===== config.mk =====
export PLATFORM = sky130hd
export DESIGN_NAME = stage_strobe_gen
export DESIGN_NICKNAME = d
export VERILOG_FILES = /design/src/rtl/stage_strobe_gen.sv
export SDC_FILE = /design/constraint.sdc
export NUM_CORES = 1
export LEC_CHECK = 0
export ABC_AREA = 1
export BUFFER_PORTS_ARGS = -buffer_cell sky130_fd_sc_hd__clkbuf_2
export CORE_AREA = 4 4 119 149
export CTS_CLUSTER_DIAMETER = 200
export DETAILED_ROUTE_END_ITERATION = 8
export DIE_AREA = 0 0 123 153
export PLACE_DENSITY = 0.73
export SLEW_MARGIN = 20
export SYNTH_ARGS = -nofsm -noshare
export SYNTH_HDL_FRONTEND = slang
export SYNTH_SLANG_ARGS = --single-unit

===== constraint.sdc =====
create_clock -name clk -period 3.09 [get_ports clk]
set_clock_uncertainty 0.05 [all_clocks]
set_input_delay 0.1545 -clock clk [delete_from_list [all_inputs] [get_ports clk]]
set_output_delay 0.1545 -clock clk [all_outputs]
set_load 0.05 [all_outputs]

===== src/rtl/stage_strobe_gen.sv =====
// rtl/stage_strobe_gen.sv - stage bus consumer: one-hot stage enables, sequence check, cycle/instret counters
module stage_strobe_gen #(
    parameter int NUM_STAGES = 5,
    parameter int CNT_W      = 64
) (
    input  logic                  clk,
    input  logic                  rst,
    input  logic [2:0]            stage_in,
    input  logic                  halt,
    output logic [NUM_STAGES-1:0] stage_en,
    output logic                  instr_done,
    output logic [CNT_W-1:0]      cycle_cnt,
    output logic [CNT_W-1:0]      instret_cnt,
    output logic                  synced,
    output logic                  seq_error
);

    typedef enum logic {SYNC, TRACK} state_e;

    localparam logic [2:0] LAST = 3'(NUM_STAGES - 1);

    state_e                state_q, state_d;
    logic [2:0]            expected_q, expected_d;
    logic [NUM_STAGES-1:0] stage_en_q, stage_en_d;
    logic                  instr_done_q, instr_done_d;
    logic [CNT_W-1:0]      cycle_q, cycle_d;
    logic [CNT_W-1:0]      instret_q, instret_d;
    logic                  seq_error_q, seq_error_d;
    logic                  legal;

    // The range check guards the decode even though expected_q never leaves 0..LAST.
    assign legal = (stage_in == expected_q) && (stage_in <= LAST);

    always_comb begin
        state_d      = state_q;
        expected_d   = expected_q;
        stage_en_d   = '0;
        instr_done_d = 1'b0;
        seq_error_d  = seq_error_q;
        cycle_d      = halt ? cycle_q : cycle_q + CNT_W'(1);
        instret_d    = instret_q;

        case (state_q)
            SYNC: begin
                expected_d = 3'd0;
                if (stage_in == 3'd0) begin
                    state_d    = TRACK;
                    stage_en_d = NUM_STAGES'(1);
                    expected_d = 3'd1;
                end
            end
            TRACK: begin
                if (legal) begin
                    stage_en_d = NUM_STAGES'(1) << stage_in;
                    if (stage_in == LAST) begin
                        expected_d   = 3'd0;
                        instr_done_d = 1'b1;
                        if (!halt) begin
                            instret_d = instret_q + CNT_W'(1);
                        end
                    end else begin
                        expected_d = stage_in + 3'd1;
                    end
                end else begin
                    state_d     = SYNC;
                    expected_d  = 3'd0;
                    seq_error_d = 1'b1;
                end
            end
            default: begin
                state_d    = SYNC;
                expected_d = 3'd0;
            end
        endcase
    end

    always_ff @(posedge clk or negedge rst) begin
        if (!rst) begin
            state_q      <= SYNC;
            expected_q   <= 3'd0;
            stage_en_q   <= '0;
            instr_done_q <= 1'b0;
            cycle_q      <= '0;
            instret_q    <= '0;
            seq_error_q  <= 1'b0;
        end else begin
            state_q      <= state_d;
            expected_q   <= expected_d;
            stage_en_q   <= stage_en_d;
            instr_done_q <= instr_done_d;
            cycle_q      <= cycle_d;
            instret_q    <= instret_d;
            seq_error_q  <= seq_error_d;
        end
    end

    assign stage_en    = stage_en_q;
    assign instr_done  = instr_done_q;
    assign cycle_cnt   = cycle_q;
    assign instret_cnt = instret_q;
    assign synced      = (state_q == TRACK);
    assign seq_error   = seq_error_q;

endmodule


==> impl_metrics.py <==
metrics = {
    "critical_path": {
        "worstPathRequired_ns": 3.34,
        "cp-end-kind": "flop",
        "rr_worst_depth": 10,
        "reg2reg_to": "instret_cnt[46]",
        "crit_arrival_ns": 2.36,
        "r2r_start": "instret_cnt[0]",
        "path_max_fanout": 35,
        "critPathKind": "input pin to flop",
        "r2r_slack_ns": 1.15,
        "cp-start-kind": "input pin",
    },
    "global_route": {
        "met3_usage_pct": 4.62,
        "met2_usage_pct": 41.3,
        "grt_max_degree": 82,
        "grt_usage_pct": 23.7,
        "antenna_found_initial": 0,
        "grt_first_pass_wirelength_mm": 35.6,
        "top_usage_layer": "met2",
        "use_met1_pct": 27.9,
        "grt_pass1_vias": 7349,
        "overflow": 0,
    },
    "pwr": {
        "switching_share_pct": 24.7,
        "leakagePower_nw": 4.55,
        "power.internal_w": 0.00334,
        "comb_power_share_pct": 8.4,
        "clockPowerShare_pct": 48.4,
        "pwr-share-seq_pct": 43.2,
        "peakVddDrop_uv": 454,
        "p_per_area_nw_per_um2": 461,
        "p_sw_w": 0.00109,
    },
    "clock_network": {
        "clkTransAtPathRegs_ns": 0.06,
        "ctsHoldBuffers": 4,
        "post-cts-setup-buffers": 0,
        "clock-root-buffer": "clkbuf_16",
        "cts_resized": 0,
        "cts.sinks": 138,
        "cts_buffer_depth": 2,
        "cts_tree": "done",
        "numCtsBuffers": 17,
        "htreeDepth": 4,
        "clk_latency_ns": 0.42,
    },
    "place": {
        "io_buffers": 141,
        "dp_hpwl_mm": 16.4,
        "place_area_um2": 8960,
        "dp.cells": 1411,
        "place_ws_ns": 1.07,
        "gp_congestion": 0.973,
    },
    "yosys": {
        "avgSynthCellArea_um2": 7.55,
        "synth_common_cells": "nand2_1, nor2_1, dfrtp_1",
        "post-synth-top-count-cell": "nand2_1",
        "synth.area.top_cells": "dfrtp_1, nand2_1, nor2_1",
        "ys_ff_latch": 138,
        "syn_area_um2": 8010,
        "synth_top_area_share_pct": 43.1,
        "synth_edf_count": 0,
        "netlist_instances": 1061,
        "synth_top_area_cell": "dfrtp_1",
        "async_reset_ff_share_pct": 100,
        "synth_nets": 1074,
        "ys.flop_type": "dfrtp_1",
        "ys_warn_count": 0,
        "yosysUniqueCellTypes": 30,
        "ys_seq_area_share_pct": 43.1,
    },
    "sta": {
        "finalHoldViolCount": 0,
        "rsz0062_at_grt": "false",
        "fin_crit_sh_pct": 68.2,
        "tightest_slew_ns": 0.759,
        "slew_viol_final": 0,
        "slew_headroom_pct": 49.4,
        "tns_ns": 0,
        "finalSetupViolCount": 0,
        "fmax_mhz": 475,
        "finalCriticalPeriod_ns": 2.11,
        "setup_slack_ns": 0.984,
    },
    "final_layout": {
        "final_util_pct": 59.4,
        "post-route-cell-area_um2": 9620,
        "stdcell_count": 1445,
        "nets": 1231,
        "drive_gt1_share_pct": 18.2,
        "syn2layout_area_growth_pct": 20.1,
        "nFillCells": 1462,
        "diodes": 0,
    },
    "outcome": {
        "status": "complete, no violations",
    },
    "die": {
        "dieArea_um2": 18800,
        "std_cell_rows": 52,
        "core-area_um2": 16200,
        "die_w_um": 123,
        "die_h_um": 153,
        "start_util_pct": 49.5,
        "io_pins": 142,
    },
    "routing": {
        "firstDrtPassIters": 5,
        "num_vias": 7484,
        "wire_per_inst_um": 14.9,
        "wl_mm": 21.5,
        "vias_per_cell": 5.18,
        "drcViolationCount": 0,
        "drtIter0Drc": 521,
        "ant_nets": 0,
    },
    "worst_hold_path": {
        "hold_end": "stage_en[2]",
        "hold_class": "input pin to flop",
        "min-delay-start": "stage_in[1]",
        "whs_path_depth": 4,
    },
    "run": {
        "cap_violations": 0,
    },
}
[metrics by stage]
stage                     hold WS, ns  power (W)
after floorplan                -0.191    0.00219
after global placement          0.208    0.00231
after detailed placement        0.214    0.00232
after CTS                      0.0930    0.00446
after global routing            0.107    0.00459
final                          0.0996    0.00443
[logic make-up after synthesis]
logic type	count (synthesis)	share of synthesized area, %
buf+inv	124	6.32
simple gates	701	39.8
compound gates	9	0.562
xor+xnor	82	9.15
flops	138	43.1
fa+ha+maj	7	1.09
[worst max-delay path by stage]
| stage | startpoint | slack (ns) | to | depth (start not counted) |
|---|---|---|---|---|
| after global placement | stage_in[1] | 1.12 | instret_cnt[40] | 10 |
| after detailed placement | stage_in[1] | 1.07 | instret_cnt[42] | 10 |
| after global routing | stage_in[0] | 0.79 | instret_cnt[41] | 11 |
| after floorplan | cycle_cnt[0] | 1.10 | cycle_cnt[50] | 10 |
| after CTS | stage_in[0] | 1.00 | instret_cnt[34] | 11 |
| final | stage_in[0] | 0.98 | instret_cnt[34] | 11 |
[routing by layer]
layer / vias to the layer above / share of wire (%)
met4: 0 / 3.7
met5: - / 0
met3: 52 / 5.3
met2: 257 / 52
met1: 3502 / 39
li1: 3673 / -
[power by group through the flow]
stage               Sequential (W)  Combinational [W]  Clock [W]
detailed placement         0.00194           0.000375          0
CTS                        0.00191           0.000380    0.00217
finish                     0.00191           0.000374    0.00215
floorplan                  0.00208           0.000110          0
global route               0.00192           0.000409    0.00227
global placement           0.00194           0.000372          0
[critical path, cell delays in order]
cell           delay [ns]
dlygate4sd3_1        0.53
clkbuf_2             0.14
inv_2                0.08
ha_1                 0.22
a21oi_1              0.10
nor2_2               0.16
nand3_4              0.15
nor2_8               0.18
buf_4                0.36
nand2_1              0.12
xnor2_1              0.14
[layout by cell type, fill, tap and decap left out, drive strengths merged]
| cell type | n |
|---|---|
| nor3 | 16 |
| ha | 7 |
| clkbuf | 161 |
| nand3b | 13 |
| a21oi | 1 |
| nand4 | 53 |
| o21ai | 8 |
| buf | 4 |
| clkinv | 5 |
| xor2 | 28 |
| nand2 | 341 |
| nor2 | 189 |
| inv | 114 |
| xnor2 | 54 |
| dfrtp | 138 |
| or2 | 1 |
| dlygate4sd3 | 4 |
| nor3b | 2 |
| nand3 | 79 |
| and2 | 7 |
| bufinv | 4 |
[final cells by class]
| type | count | area [µm²] | area share (%) |
|---|---|---|---|
| repair buffers | 148 | 800 | 8.31 |
| inverters | 114 | 428 | 4.45 |
| clock inverters | 9 | 145 | 1.51 |
| flip-flops and latches | 138 | 3450 | 35.9 |
| well taps | 216 | 270 | 2.81 |
| clock buffers | 21 | 470 | 4.89 |
| multi-input cells | 799 | 4050 | 42.1 |
[sequential cells by signal, indices dropped and copies added, names as in the netlist]
register     cells
instr_done       1
synced           1
stage_en         4
expected_q       3
seq_error        1
cycle_cnt       64
instret_cnt     64
Note: power is estimated with default switching activity, not from simulation.
